==> src/rtl/mc_ctrl.sv <==
// Multi-cycle MIPS-subset control unit: five-state Moore FSM (IF/ID/EX/MEM/WB)
// with combinational instruction decode from opcode/funct.
module mc_ctrl #(
    parameter logic [1:0] RA_CODE = 2'b10,
    parameter logic [1:0] RD_CODE = 2'b01
) (
    input  logic       clk,
    input  logic       reset,
    input  logic [5:0] opcode,
    input  logic [5:0] funct,
    input  logic       zero,
    output logic       PCWrite,
    output logic       IRWrite,
    output logic       RegWrite,
    output logic       MemWrite,
    output logic [1:0] RegDst,
    output logic [1:0] MemtoReg,
    output logic       ALUSrc,
    output logic [2:0] ALUOp,
    output logic       ExtOp,
    output logic [1:0] PCSrc,
    output logic [2:0] state,
    output logic       instr_done
);

    typedef enum logic [2:0] {
        StIf  = 3'd0,
        StId  = 3'd1,
        StEx  = 3'd2,
        StMem = 3'd3,
        StWb  = 3'd4
    } state_e;

    typedef enum logic [3:0] {
        InsNop,
        InsAddu,
        InsSubu,
        InsOri,
        InsLui,
        InsLw,
        InsSw,
        InsBeq,
        InsJal,
        InsJr
    } ins_e;

    state_e     state_q, state_d;
    ins_e       ins;
    logic       alu_src_dec;
    logic [2:0] alu_op_dec;
    logic       ext_op_dec;

    // Instruction decode; anything not recognised is treated as a NOP.
    always_comb begin
        ins = InsNop;
        case (opcode)
            6'h00: begin
                case (funct)
                    6'h21:   ins = InsAddu;
                    6'h23:   ins = InsSubu;
                    6'h08:   ins = InsJr;
                    default: ins = InsNop;
                endcase
            end
            6'h0d:   ins = InsOri;
            6'h0f:   ins = InsLui;
            6'h23:   ins = InsLw;
            6'h2b:   ins = InsSw;
            6'h04:   ins = InsBeq;
            6'h03:   ins = InsJal;
            default: ins = InsNop;
        endcase
    end

    // ALU/extender controls per instruction, presented only from EX onwards.
    always_comb begin
        alu_src_dec = 1'b0;
        alu_op_dec  = 3'b000;
        ext_op_dec  = 1'b0;
        case (ins)
            InsSubu: alu_op_dec = 3'b001;
            InsOri: begin
                alu_src_dec = 1'b1;
                alu_op_dec  = 3'b010;
            end
            InsLui: begin
                alu_src_dec = 1'b1;
                alu_op_dec  = 3'b011;
            end
            InsLw, InsSw: begin
                alu_src_dec = 1'b1;
                ext_op_dec  = 1'b1;
            end
            InsBeq: begin
                alu_op_dec = 3'b001;
                ext_op_dec = 1'b1;
            end
            default: ;
        endcase
    end

    // Next-state selection; unused encodings fall back to IF.
    always_comb begin
        state_d = StIf;
        case (state_q)
            StIf: state_d = StId;
            StId: begin
                if (ins == InsNop) begin
                    state_d = StIf;
                end else if (ins == InsJal) begin
                    state_d = StWb;
                end else begin
                    state_d = StEx;
                end
            end
            StEx: begin
                case (ins)
                    InsAddu, InsSubu, InsOri, InsLui: state_d = StWb;
                    InsLw, InsSw:                     state_d = StMem;
                    default:                          state_d = StIf;
                endcase
            end
            StMem:   state_d = (ins == InsLw) ? StWb : StIf;
            StWb:    state_d = StIf;
            default: state_d = StIf;
        endcase
    end

    // State register with synchronous reset that overrides any transition.
    always_ff @(posedge clk) begin
        if (reset) begin
            state_q <= StIf;
        end else begin
            state_q <= state_d;
        end
    end

    assign state = state_q;

    // Moore outputs; reset forces every control to its idle value at once so
    // an in-flight write is dropped in the very cycle reset is seen.
    always_comb begin
        PCWrite    = 1'b0;
        IRWrite    = 1'b0;
        RegWrite   = 1'b0;
        MemWrite   = 1'b0;
        RegDst     = 2'b00;
        MemtoReg   = 2'b00;
        ALUSrc     = 1'b0;
        ALUOp      = 3'b000;
        ExtOp      = 1'b0;
        PCSrc      = 2'b00;
        instr_done = 1'b0;
        if (!reset) begin
            case (state_q)
                StIf: begin
                    IRWrite = 1'b1;
                    PCWrite = 1'b1;
                    PCSrc   = 2'b00;
                end
                StId: ;
                StEx: begin
                    ALUSrc = alu_src_dec;
                    ALUOp  = alu_op_dec;
                    ExtOp  = ext_op_dec;
                    case (ins)
                        InsBeq: begin
                            PCWrite    = zero;
                            PCSrc      = 2'b01;
                            instr_done = 1'b1;
                        end
                        InsJr: begin
                            PCWrite    = 1'b1;
                            PCSrc      = 2'b11;
                            instr_done = 1'b1;
                        end
                        default: ;
                    endcase
                end
                StMem: begin
                    ALUSrc = alu_src_dec;
                    ALUOp  = alu_op_dec;
                    ExtOp  = ext_op_dec;
                    if (ins == InsSw) begin
                        MemWrite   = 1'b1;
                        instr_done = 1'b1;
                    end
                end
                StWb: begin
                    ALUSrc = alu_src_dec;
                    ALUOp  = alu_op_dec;
                    ExtOp  = ext_op_dec;
                    case (ins)
                        InsAddu, InsSubu: begin
                            RegWrite   = 1'b1;
                            RegDst     = RD_CODE;
                            instr_done = 1'b1;
                        end
                        InsOri, InsLui: begin
                            RegWrite   = 1'b1;
                            instr_done = 1'b1;
                        end
                        InsLw: begin
                            RegWrite   = 1'b1;
                            MemtoReg   = 2'b01;
                            instr_done = 1'b1;
                        end
                        InsJal: begin
                            RegWrite   = 1'b1;
                            RegDst     = RA_CODE;
                            MemtoReg   = 2'b10;
                            PCWrite    = 1'b1;
                            PCSrc      = 2'b10;
                            instr_done = 1'b1;
                        end
                        default: ;
                    endcase
                end
                default: ;
            endcase
        end
    end

endmodule

==> config.mk <==
export PLATFORM = sky130hd
export DESIGN_NAME = mc_ctrl
export DESIGN_NICKNAME = d
export VERILOG_FILES = /design/src/rtl/mc_ctrl.sv
export SDC_FILE = /design/constraint.sdc
export NUM_CORES = 1
export LEC_CHECK = 0
export ABC_AREA = 0
export ABC_CLOCK_PERIOD_IN_PS = 5800
export CORE_MARGIN = 2
export CORE_UTILIZATION = 43
export CTS_BUF_LIST = sky130_fd_sc_hd__clkbuf_4
export CTS_CLUSTER_DIAMETER = 80
export CTS_CLUSTER_SIZE = 40
export DETAILED_ROUTE_END_ITERATION = 16
export GPL_TIMING_DRIVEN = 0
export PLACE_DENSITY = 0.87
export SLEW_MARGIN = 25
export SYNTH_ARGS = -nofsm -noshare
export SYNTH_HDL_FRONTEND = slang
export SYNTH_SLANG_ARGS = --single-unit
==> constraint.sdc <==
create_clock -name clk -period 5.8 [get_ports clk]
set_clock_uncertainty 0.05 [all_clocks]
set_input_delay 1.16 -clock clk [delete_from_list [all_inputs] [get_ports clk]]
set_output_delay 1.16 -clock clk [all_outputs]
set_load 0.05 [all_outputs]
==> results.sh, run 1 <==
export IMPL_cts_setup_buffers=0
export IMPL_max_freq_mhz=179
export IMPL_layout_cells_non_filler=138
export IMPL_p_leak_nw=0.339
export IMPL_start_util=0.475
export IMPL_min_period_over_period=0.963
export IMPL_tightest_slew_ps=581
export IMPL_num_fill_cells=111
export IMPL_finalCriticalPeriod_ps=5590
export IMPL_drt_initial_drc_count=17
export IMPL_min_path_type="reg -> reg"
export IMPL_cts_tree="yes"
export IMPL_cts_made_buffers=3
export IMPL_cp_top_family="simple AND/OR/NAND/NOR gates"
export IMPL_wl_per_cell_um=13.2
export IMPL_place_congestion=0.862
export IMPL_grt_first_pass_wirelength_mm=3.06
export IMPL_synthArstFlopShare=0
export IMPL_grtUsageTotal=0.221
export IMPL_grt_antenna_before_repair=0
export IMPL_antenna_cells=0
export IMPL_cp_common_cell="clkdlybuf4s50_1"
export IMPL_maxSlewViolCount=0
export IMPL_clk_pin_slew_ps=40
export IMPL_cp_end_kind="output port"
export IMPL_grt_pass1_vias=699
export IMPL_p_total_w=0.000109
export IMPL_min_path_cells=3
export IMPL_design_area_um2=997
export IMPL_drc=0
export IMPL_multi_input_area_um2=551
export IMPL_ant_nets=0
export IMPL_ctsHoldBuffers=0
export IMPL_cts_root_buf="clkbuf_4"
export IMPL_drt_first_pass_iters=4
export IMPL_viasPerCell=5.72
export IMPL_cp_buffers_inverters=2
export IMPL_largest_reg_flops=3
export IMPL_yosysMostFrequentCell="nor2_1"
export IMPL_crit_cells=8
export IMPL_die_w_um=42.4
export IMPL_critPathKind="in -> out"
export IMPL_rsz0062_at_grt="false"
export IMPL_slew_headroom=0.613
export IMPL_maxCapViolations=0
export IMPL_cts_resized=0
export IMPL_dp_hpwl_mm=1.45
export IMPL_synth_cells=88
export IMPL_ir_drop_mv=0.0908
export IMPL_yosys_top_cells_area="dfxtp_1 (9.5%), nor2_1 (7.1%), a21oi_1 (4.7%)"
export IMPL_die_h_um=42.4
export IMPL_gr_total_overflow=0
export IMPL_drive_gt1_frac=0.130
export IMPL_syn_cell_area_um2=633
export IMPL_ff_latch_area_um2=60.1
export IMPL_status="finished, final reports clean"
export IMPL_critical_path_peak_fanout=8
export IMPL_crit_chain="clkdlybuf4s50_1 > or4_4 > nor3_1 > a211oi_2 > xnor2_2 > or3_1 > nor2_1 > clkdlybuf4s50_1"
export IMPL_nets=139
export IMPL_placementRows=13
export IMPL_vias=790
export IMPL_clock_latency_ps=250
export IMPL_detail_route_wirelength_mm=1.82
export IMPL_synth_seq_cells=3
export IMPL_grt_max_degree=11
export IMPL_synthFlopType="dfxtp_1"
export IMPL_cts_max_path_buffers=2
export IMPL_synth_yosys_seq_area_share=0.0949
export IMPL_yosysWarningCount=0
export IMPL_dpl_instance_area_um2=962
export IMPL_cts_htree_levels=1
export IMPL_setup_viol=0
export IMPL_cpMaxStageDelayCell="clkdlybuf4s50_1"
export IMPL_hold_violations=0
export IMPL_synth_fp_nets=103
export IMPL_area_delta_synth_final_pct=57.5
export IMPL_synth_distinct_cells=38
export IMPL_power_density_nw_per_um2=109
export IMPL_io_buffers=31
export IMPL_fin_tns_setup_ps=0
export IMPL_dp_cells=134
export IMPL_synth_area_leader_cell="dfxtp_1"
export IMPL_worstPathRequired_ps=4590
export IMPL_die_area_um2=1800
export IMPL_crit_arrival_ps=4380
export IMPL_synth_edf_count=0
export IMPL_coreArea_um2=1330
export IMPL_startpoint_type="primary input"
export IMPL_synth_common_cells="nor2_1 (12), nand2_1 (7), a21oi_1 (6)"
export IMPL_reg2reg_depth=5
export IMPL_cp_slowest_stage_delay_ps=810
export IMPL_syn_mean_instance_area_um2=7.19
export IMPL_io_pins=34
export IMPL_clock_sinks=3
export IMPL_synth_top_area_frac=0.0949
==> where the power goes <==
| part | switching [W] | leakage [nW] | internal [W] |
|---|---|---|---|
| clock network | 0.0000136 | 0.0184 | 0.0000306 |
| registers | 0.000000321 | 0.0245 | 0.0000215 |
| logic | 0.0000241 | 0.296 | 0.0000187 |
| total | 0.0000381 | 0.339 | 0.0000708 |
==> worst paths after layout <==
| check | start | endpoint | slack [ps] |
|---|---|---|---|
| worst max-delay path | opcode[5] | RegDst[0] | 210 |
| worst min-delay path | state[0]$_SDFF_PP0_ | state[2]$_SDFF_PP0_ | 730 |
| worst max register to register | state[0]$_SDFF_PP0_ | state[1]$_SDFF_PP0_ | 4220 |
| worst min register to register | state[0]$_SDFF_PP0_ | state[2]$_SDFF_PP0_ | 730 |
==> per-stage QoR <==
stage	worst slack [ps]	util	hold slack (ps)
finish	212	0.748	729
global route	14.7	0.748	787
CTS	19.0	0.744	722
detailed placement	12.9	0.721	709
global placement	90.8	0.721	697
floorplan	549	-	870
==> per-layer routing <==
metal | vias to the layer above | part of all wire | GRT usage
met5 | - | 0 | 0
met4 | 0 | 0.0066 | 0.0750
met3 | 2 | 0.052 | 0.0560
met2 | 21 | 0.48 | 0.360
met1 | 366 | 0.46 | 0.281
li1 | 401 | - | -
==> cell type report <==
type / count / share of cell area
clock buffer: 4 / 0.0301
multi-input combinational: 80 / 0.552
buffer: 5 / 0.0226
timing repair buffer: 31 / 0.316
tap: 15 / 0.0188
sequential: 3 / 0.0602
==> logic make-up (layout without fill, tap and decap cells) <==
kind of cell,after synthesis,in the layout,share of synthesized area
mux,1,1,0.0158
other cells,1,1,0.00592
compound gates,19,19,0.249
flops,3,3,0.0949
xor+xnor,2,2,0.0395
simple gates,57,57,0.559
buf+inv,5,40,0.0356
==> tightest hold or removal path: cells and delay by family, from the launching register on <==
kind	cells	cell delay (ps)
AO/OA/AOI/OAI	1	70
buffers and inverters	1	200
AND/OR/NAND/NOR	1	150
flip-flops	1	300
==> placed cells by master (no fill, tap or decap), types with 3 or more instances in the layout <==
master           netlist  layout
clkdlybuf4s50_1        0      29
nor2_1                12      12
nand2_1                7       7
a21oi_1                6       6
clkbuf_1               4       4
nor3_1                 4       4
or3_1                  4       4
clkbuf_4               0       4
nand2b_1               3       3
nand3b_1               3       3
or2_2                  3       3
nor4_1                 3       3
nor3b_1                3       3
dfxtp_1                3       3
No activity file was read; power rests on OpenSTA's default activity.
==> run 2, diff against run 1 <==
--- a/config.mk
+++ b/config.mk
@@ -11,10 +11,9 @@
 export CORE_UTILIZATION = 43
 export CTS_BUF_LIST = sky130_fd_sc_hd__clkbuf_4
 export CTS_CLUSTER_DIAMETER = 80
-export CTS_CLUSTER_SIZE = 40
 export DETAILED_ROUTE_END_ITERATION = 16
 export GPL_TIMING_DRIVEN = 0
-export PLACE_DENSITY = 0.87
+export PLACE_DENSITY_LB_ADDON = 0.3
 export SLEW_MARGIN = 25
 export SYNTH_ARGS = -nofsm -noshare
 export SYNTH_HDL_FRONTEND = slang
==> results.sh, run 2 (same netlist as run 1, synthesis figures left out) <==
export IMPL_min_path_cells=3
export IMPL_io_pins=34
export IMPL_finalCriticalPeriod_ps=5580
export IMPL_antenna_cells=0
export IMPL_holdPathEnd="state[2]$_SDFF_PP0_"
export IMPL_maxCapViolations=0
export IMPL_cp_buffers_inverters=2
export IMPL_die_area_um2=1800
export IMPL_min_path_type="reg -> reg"
export IMPL_final_cell_mix="clkdlybuf4s50_1 (29), nor2_1 (12), nand2_1 (7)"
export IMPL_cp_end_kind="output port"
export IMPL_grt_pass1_vias=770
export IMPL_fin_tns_setup_ps=0
export IMPL_drive_gt1_frac=0.130
export IMPL_status="finished, final reports clean"
export IMPL_min_period_over_period=0.961
export IMPL_dp_hpwl_mm=1.43
export IMPL_detail_route_wirelength_mm=1.83
export IMPL_largest_reg_flops=3
export IMPL_grt_first_pass_wirelength_mm=3.22
export IMPL_start_util=0.475
export IMPL_drc=0
export IMPL_holdWs_ps=727
export IMPL_startpoint_type="primary input"
export IMPL_crit_chain="clkdlybuf4s50_1 > or4_1 > nor3_1 > a211oi_2 > xnor2_2 > or3_1 > nor2_1 > clkdlybuf4s50_1"
export IMPL_wl_per_cell_um=13.3
export IMPL_drt_first_pass_iters=4
export IMPL_critical_path_peak_fanout=6
export IMPL_coreArea_um2=1330
export IMPL_ff2ff_setup_slack_ps=4260
export IMPL_vias=793
export IMPL_cp_slowest_stage_delay_ps=800
export IMPL_p_leak_nw=0.339
export IMPL_io_buffers=31
export IMPL_num_fill_cells=112
export IMPL_r2r_end="state[1]$_SDFF_PP0_"
export IMPL_placementRows=13
export IMPL_maxSlewViolCount=0
export IMPL_grt_max_degree=11
export IMPL_critPathKind="in -> out"
export IMPL_cts_made_buffers=3
export IMPL_cpMaxStageDelayCell="clkdlybuf4s50_1"
export IMPL_clock_latency_ps=240
export IMPL_die_h_um=42.4
export IMPL_setup_viol=0
export IMPL_power_density_nw_per_um2=107
export IMPL_drt_initial_drc_count=9
export IMPL_grtUsageTotal=0.229
export IMPL_ant_nets=0
export IMPL_cts_htree_levels=1
export IMPL_rr_startpoint="state[0]$_SDFF_PP0_"
export IMPL_cts_root_buf="clkbuf_4"
export IMPL_cts_tree="yes"
export IMPL_worstHoldStart="state[0]$_SDFF_PP0_"
export IMPL_layout_commonest_cell="clkdlybuf4s50_1"
export IMPL_die_w_um=42.4
export IMPL_cp_common_cell="clkdlybuf4s50_1"
export IMPL_cts_setup_buffers=0
export IMPL_clk_pin_slew_ps=40
export IMPL_layout_cells_non_filler=138
export IMPL_gr_total_overflow=0
export IMPL_startpoint="opcode[1]"
export IMPL_slew_headroom=0.629
export IMPL_ir_drop_mv=0.0747
export IMPL_clock_sinks=3
export IMPL_max_freq_mhz=179
export IMPL_place_congestion=0.871
export IMPL_dp_cells=134
export IMPL_tightest_slew_ps=554
export IMPL_grt_antenna_before_repair=0
export IMPL_area_delta_synth_final_pct=57.5
export IMPL_cp_top_family="simple AND/OR/NAND/NOR gates"
export IMPL_viasPerCell=5.75
export IMPL_worstPathRequired_ps=4590
export IMPL_crit_arrival_ps=4370
export IMPL_hold_violations=0
export IMPL_nets=139
export IMPL_reg2reg_depth=5
export IMPL_rsz0062_at_grt="false"
export IMPL_cts_max_path_buffers=2
## run 2: worst max-delay path by stage
stage / end / slack, ps / cells past startpoint
after global routing: RegDst[0] / 90 / 8
after global placement: instr_done / 110 / 9
after CTS: instr_done / 40 / 9
after detailed placement: instr_done / 40 / 9
after floorplan: instr_done / 550 / 7
final: RegDst[0] / 220 / 8
## run 2: power by group
group | internal (W) | total, W | switching, W
Combinational | 0.0000187 | 0.0000427 | 0.0000239
Sequential | 0.0000215 | 0.0000218 | 0.000000321
Clock | 0.0000305 | 0.0000422 | 0.0000118
Total | 0.0000707 | 0.000107 | 0.0000360
## run 2: worst min-delay path, delay by kind of cell, from the launching register on
kind            cells  cell delay (ps)
compound gates      1               70
buf+inv             1              190
flops               1              300
simple gates        1              150
## run 2: what timing repair did
action / in CTS / in global routing
hold buffers: 0 / 0
resized for setup: 0 / 2
endpoints found under the setup margin: 0 / 2
## run 2: area by class of cell
class,count,area (µm²),share of cell area
Buffer,5,22.5,0.0226
Clock buffer,4,30.0,0.0301
Tap cell,15,18.8,0.0188
Multi-Input combinational cell,80,551,0.552
Sequential cell,3,60.1,0.0602
Timing Repair Buffer,31,315,0.316
## run 2: stage by stage
step	total power, W	worst slack [ps]	area, µm²	utilization
finish	0.000107	224	997	0.748
global route	0.000115	93.3	997	0.748
CTS	0.000107	42.4	992	0.744
detailed placement	0.0000646	42.4	962	0.721
global placement	0.0000638	107	962	0.721
floorplan	0.0000462	549	633	-
## run 2: layer usage
| layer | GRT usage | vias up | wire [µm] |
|---|---|---|---|
| li1 | - | 405 | - |
| met1 | 0.288 | 354 | 805 |
| met2 | 0.372 | 30 | 883 |
| met3 | 0.0388 | 4 | 115 |
| met4 | 0.113 | 0 | 28 |
| met5 | 0 | - | 0 |
==> edit 1, RTL diff (settings of run 2) <==
Register the output `RegDst`, cleared by the reset; this adds one clock of latency there. The other outputs are not delayed to match.
--- a/src/rtl/mc_ctrl.sv
+++ b/src/rtl/mc_ctrl.sv
@@ -45,4 +45,6 @@
     } ins_e;
 
+    logic [1:0] RegDst_d;
+
     state_e     state_q, state_d;
     ins_e       ins;
@@ -145,5 +147,5 @@
         RegWrite   = 1'b0;
         MemWrite   = 1'b0;
-        RegDst     = 2'b00;
+        RegDst_d   = 2'b00;
         MemtoReg   = 2'b00;
         ALUSrc     = 1'b0;
@@ -194,5 +196,5 @@
                         InsAddu, InsSubu: begin
                             RegWrite   = 1'b1;
-                            RegDst     = RD_CODE;
+                            RegDst_d   = RD_CODE;
                             instr_done = 1'b1;
                         end
@@ -208,5 +210,5 @@
                         InsJal: begin
                             RegWrite   = 1'b1;
-                            RegDst     = RA_CODE;
+                            RegDst_d   = RA_CODE;
                             MemtoReg   = 2'b10;
                             PCWrite    = 1'b1;
@@ -222,4 +224,12 @@
     end
 
+    always_ff @(posedge clk) begin
+        if (reset) begin
+            RegDst <= '0;
+        end else begin
+            RegDst <= RegDst_d;
+        end
+    end
+
 endmodule
 
Formal check against the unedited RTL: not equivalent (Yosys sat finds a counterexample within 4 cycles, from zero or initial values and one cycle with reset high).
==> edit 1 against run 2 <==
Register-to-register slack better by 300 ps. Power is 19% higher. Final cell count is 5.1% higher. Wire length is 5.2% higher. Worst setup slack better by 420 ps. Critical path depth is 1 lower. Sequential cell count is 2 higher. Synthesized area is 13% higher. Maximum frequency is 8.1% higher. Final area is 7.7% higher. Critical path type unchanged. Critical endpoint is now PCSrc[1]. Largest power group unchanged.
==> edit 1: results (changes against run 2) <==
** GRT
- Met1 GRT Util :: 0.253 (-0.0349)
- Met3 GRT Util :: 0.0160 (-0.0228)
- Number of global-route vias before repair :: 735 (-4.5%)

** Routing
- The number of vias in the routed layout came to 853 (+7.6%).
- The sum of met3 wire segment lengths after detailed routing came to 122 um (+6.1%).
- The post-detailed-routing wire length is 1930 um (+5.2%).
- The met1 wire length is 790 um (-1.9%).
- The sum of met2 wire segment lengths after detailed routing was 983 um (+11%).

** Cells and area
- Ratio of cells with drive above 1 in the final layout :: 0.186 (+0.0560)
- The clock network area share came to 0.0280 (-0.00214).
- The number of sequential storage elements was 5 (+2).
- Inverters, non-clock :: 1 (+1)
- The number of inserted filler cells in the final layout came to 138 (+23%).
- The multi-input gate count is 83 (+3.8%).
- The fraction of area in multi-input gates is 0.516 (-0.0358).
- Net count reported at finish :: 145 (+4.3%)
- Proportion of final cell area spent on non-clock buffers :: 0.340 (+0.00156)

** Power and ir drop
- VDD IR-drop max :: 52.7 uV (-29%)
- Cell-internal power :: 87.4 uW (+24%)
- The clock network power came to 44.3 uW (+5.0%).

** Synth
- Biggest area contributors in the synthesized netlist :: sky130_fd_sc_hd__dfxtp_1 14%, sky130_fd_sc_hd__nor2_1 6.3%, sky130_fd_sc_hd__buf_6 4.7%, sky130_fd_sc_hd__nand2_1 3.7%, sky130_fd_sc_hd__and4bb_2 3.5%
- After synthesis, the most frequently instantiated cells are 12 x sky130_fd_sc_hd__nor2_1, 7 x sky130_fd_sc_hd__nand2_1, 5 x sky130_fd_sc_hd__dfxtp_1, 5 x sky130_fd_sc_hd__nand3_1, 4 x sky130_fd_sc_hd__nor3_1.
- The compound-gate portion of the synthesized area was 0.225 (-0.0245).
- The post-synthesis net count was 109 (+5.8%).
- The share of synthesized area spent on multiplexers was 0.0140 (-0.00178).

** STA
- Relative max-transition margin :: 0.662 (+0.0331)

** Worst setup path
- The worst register-to-register path begins at state[1].
- The maximum fanout along the worst path was 9 (+3).
- On the critical path the largest part of the delay comes from buffers and inverters.
- The delay of the slowest critical-path stage was 830 ps (+30 ps).

** Placement
- RD Place Congestion :: 0.842 (-3.3%)
- The half-perimeter wire length of the detailed placement result was 1580 um (+11%).

** Run status
- The flow ran to the end, and the final reports show no timing, DRC or antenna violations.
-- edit 1: cell count changes after synthesis, sizes merged, moves of 3 or more --
| cell | before | now |
|---|---|---|
| nand3 | 0 | 6 |
| or4 | 3 | 0 |
| a21oi | 6 | 2 |
| buf | 1 | 4 |
| clkbuf | 4 | 1 |
-- edit 1: through the flow --
stage	std cells	hold WS (ps)	setup WS, ps
2_1_floorplan	94	858	1300
5_1_grt	145	678	476
3_3_place_gp	141	619	729
6_report	145	628	641
4_1_cts	145	635	672
3_5_place_dp	141	628	676
-- edit 1: worst paths after layout --
path / to / slack (ps) / depth (start not counted)
worst max-delay path: PCSrc[1] / 640 / 7
worst min-delay path: state[1] / 630 / 3
worst max register to register: state[2] / 4560 / 4
worst min register to register: state[1] / 630 / 3
-- edit 1: cell families (layout without fill, tap and decap cells) --
kind of cell	count (synthesis)	count (layout)
AO/OA/AOI/OAI	22	22
other	1	1
buffers and inverters	6	41
AND/OR/NAND/NOR	57	57
multiplexers	1	1
XOR/XNOR	2	2
flip-flops	5	5
==> edit 2, RTL diff (settings of run 2) <==
Without the edit above. Register the inputs `opcode`, `funct` and `zero` before use, cleared by the reset. The logic sees them one clock later. Comments in the files are not updated.
--- a/src/rtl/mc_ctrl.sv
+++ b/src/rtl/mc_ctrl.sv
@@ -45,4 +45,20 @@
     } ins_e;
 
+    logic [5:0] opcode_q;
+    logic [5:0] funct_q;
+    logic zero_q;
+
+    always_ff @(posedge clk) begin
+        if (reset) begin
+            opcode_q <= '0;
+            funct_q  <= '0;
+            zero_q   <= '0;
+        end else begin
+            opcode_q <= opcode;
+            funct_q  <= funct;
+            zero_q   <= zero;
+        end
+    end
+
     state_e     state_q, state_d;
     ins_e       ins;
@@ -54,7 +70,7 @@
     always_comb begin
         ins = InsNop;
-        case (opcode)
+        case (opcode_q)
             6'h00: begin
-                case (funct)
+                case (funct_q)
                     6'h21:   ins = InsAddu;
                     6'h23:   ins = InsSubu;
@@ -166,5 +182,5 @@
                     case (ins)
                         InsBeq: begin
-                            PCWrite    = zero;
+                            PCWrite    = zero_q;
                             PCSrc      = 2'b01;
                             instr_done = 1'b1;
Function: changed (a bounded check fails within 4 cycles, from zero or initial values and one cycle with reset high).
==> edit 2 against run 2 <==
Sequential cell count increased by 13. Combinational power rose by 12%. Final area rose by 34%. Wire length is 24% higher. Final cell count increased by 27%. Power grew 120%. Synthesized area is 51% higher. Highest routed layer unchanged. Worst setup slack improved by 1100 ps.
==> edit 2: results (changes against run 2) <==
** Synth
- Fraction of the mapped netlist area in compound gates :: 0.165 (-0.0841)
- Top cells by count, synth :: 16 x sky130_fd_sc_hd__dfxtp_1, 14 x sky130_fd_sc_hd__nor2_1, 14 x sky130_fd_sc_hd__nor2b_1, 7 x sky130_fd_sc_hd__nor3_1
- Number of synthesized register bits :: 16 (+13)
- The number of library cell types mapped by synthesis came to 41 (+7.9%).
- Post-synthesis area per instance :: 8.61 um2 (+20%)
- Sequential element share of the synthesized area :: 0.335 (+0.240)
- Biggest area contributors in the synthesized netlist :: sky130_fd_sc_hd__dfxtp_1 34%, sky130_fd_sc_hd__nor2b_1 9.2%, sky130_fd_sc_hd__nor2_1 5.5%, sky130_fd_sc_hd__nor3_1 3.7%, sky130_fd_sc_hd__buf_4 3.1%
- The share of synthesized area spent on multiplexers came to 0 (-0.0158).
- Post-Synthesis Net Count :: 126 (+22%)
- Synth Area in XOR/XNOR :: 0.0183 (-0.0212)

** Cells and area
- Sequential cell area in the final layout :: 320 um2 (+430%)
- Inverters, non-clock :: 2 (+2)
- The buffering overhead was 0.276 (-0.0628).
- Fill cell count :: 194 (+73%)
- The share of layout cells above drive strength 1 is 0.150 (+0.0196).
- The number of nets in the layout was 163 (+17%).
- The multi-input gate count came to 86 (+7.5%).
- Fraction of area in multi-input gates :: 0.433 (-0.119)
- Final std cells w/o fill :: 175 (+27%)
- The non-clock buffer instance count of the final layout came to 39 (+8.3%).

** CTS
- The clock-pin slew reported for the worst setup and hold paths after clock tree synthesis came to 90 ps (+50 ps).
- Clock latency on the worst-skew pair :: 300 ps (+60 ps)

** Routing
- Total via count after detailed routing :: 949 (+20%)
- The count of routing violations after the opening detailed-route iteration was 13 (+4).
- The sum of met3 wire segment lengths after detailed routing came to 177 um (+54%).

** GRT
- First-pass GRT wire length :: 3930 um (+22%)
- The met2 global-route usage is 0.348 (-0.0238).
- The number of global-route vias before repair is 923 (+20%).
- The global routing usage on met3 was 0.0556 (+0.0168).
- The met1 track demand over resource came to 0.225 (-0.0633).

** Placement
- The number of buffers inserted by port buffering was 32 (+3.2%).
- The half-perimeter wire length of the detailed placement result is 1750 um (+23%).
- The number of placed instances, taps included came to 171 (+28%).

** Worst setup path
- In this run the worst setup path terminates at PCWrite.
- Critical path data arrival time :: 3310 ps (-1060 ps)
- The critical path starts at reset.
- Critical register-to-register path startpoint :: opcode_q[3]

** Power and ir drop
- Net switching power of the design :: 67.5 uW (+87%)
- Portion of total power attributed to sequential cells :: 0.522 (+0.318)
- Power group with the largest share :: registers
- The combinational share of power is 0.206 (-0.194).
- Leakage :: 0.444 nW (+31%)

** STA
- The slew at the pin closest to its max-slew limit was 518 ps (-35.5 ps).

** Min path
- Origin of the worst min-delay path :: opcode_q[4]

** Run status
- Result of the run :: finished, final reports clean
edit 2: changes by cell type after synthesis, sizes merged, moves of 3 or more:
cell   change
a21oi      -3
a31o       +3
buf        +4
dfxtp     +13
nand2      -6
nor2       +3
nor2b     +13
nor3b      -3
or3        -4
edit 2: metrics by stage:
stage / utilization / power, mW / hold WS [ps] / setup WS (ps) / instance area (um2)
finish: 0.623 / 0.232 / 599 / 1280 / 1340
global route: 0.623 / 0.243 / 642 / 1170 / 1340
CTS: 0.623 / 0.232 / 593 / 1250 / 1340
detailed placement: 0.610 / 0.171 / 577 / 1260 / 1310
global placement: 0.610 / 0.169 / 546 / 1300 / 1310
floorplan: - / 0.153 / 489 / 1330 / 956
edit 2: worst max-delay path, delay by kind of cell:
kind / cells / cell delay, ps
simple gates: 2 / 600
compound gates: 1 / 150
buf+inv: 3 / 1400
edit 2: cell families after synthesis:
logic type,after synthesis
buf+inv,9
compound gates,19
simple gates,64
flops,16
xor+xnor,2
other cells,1
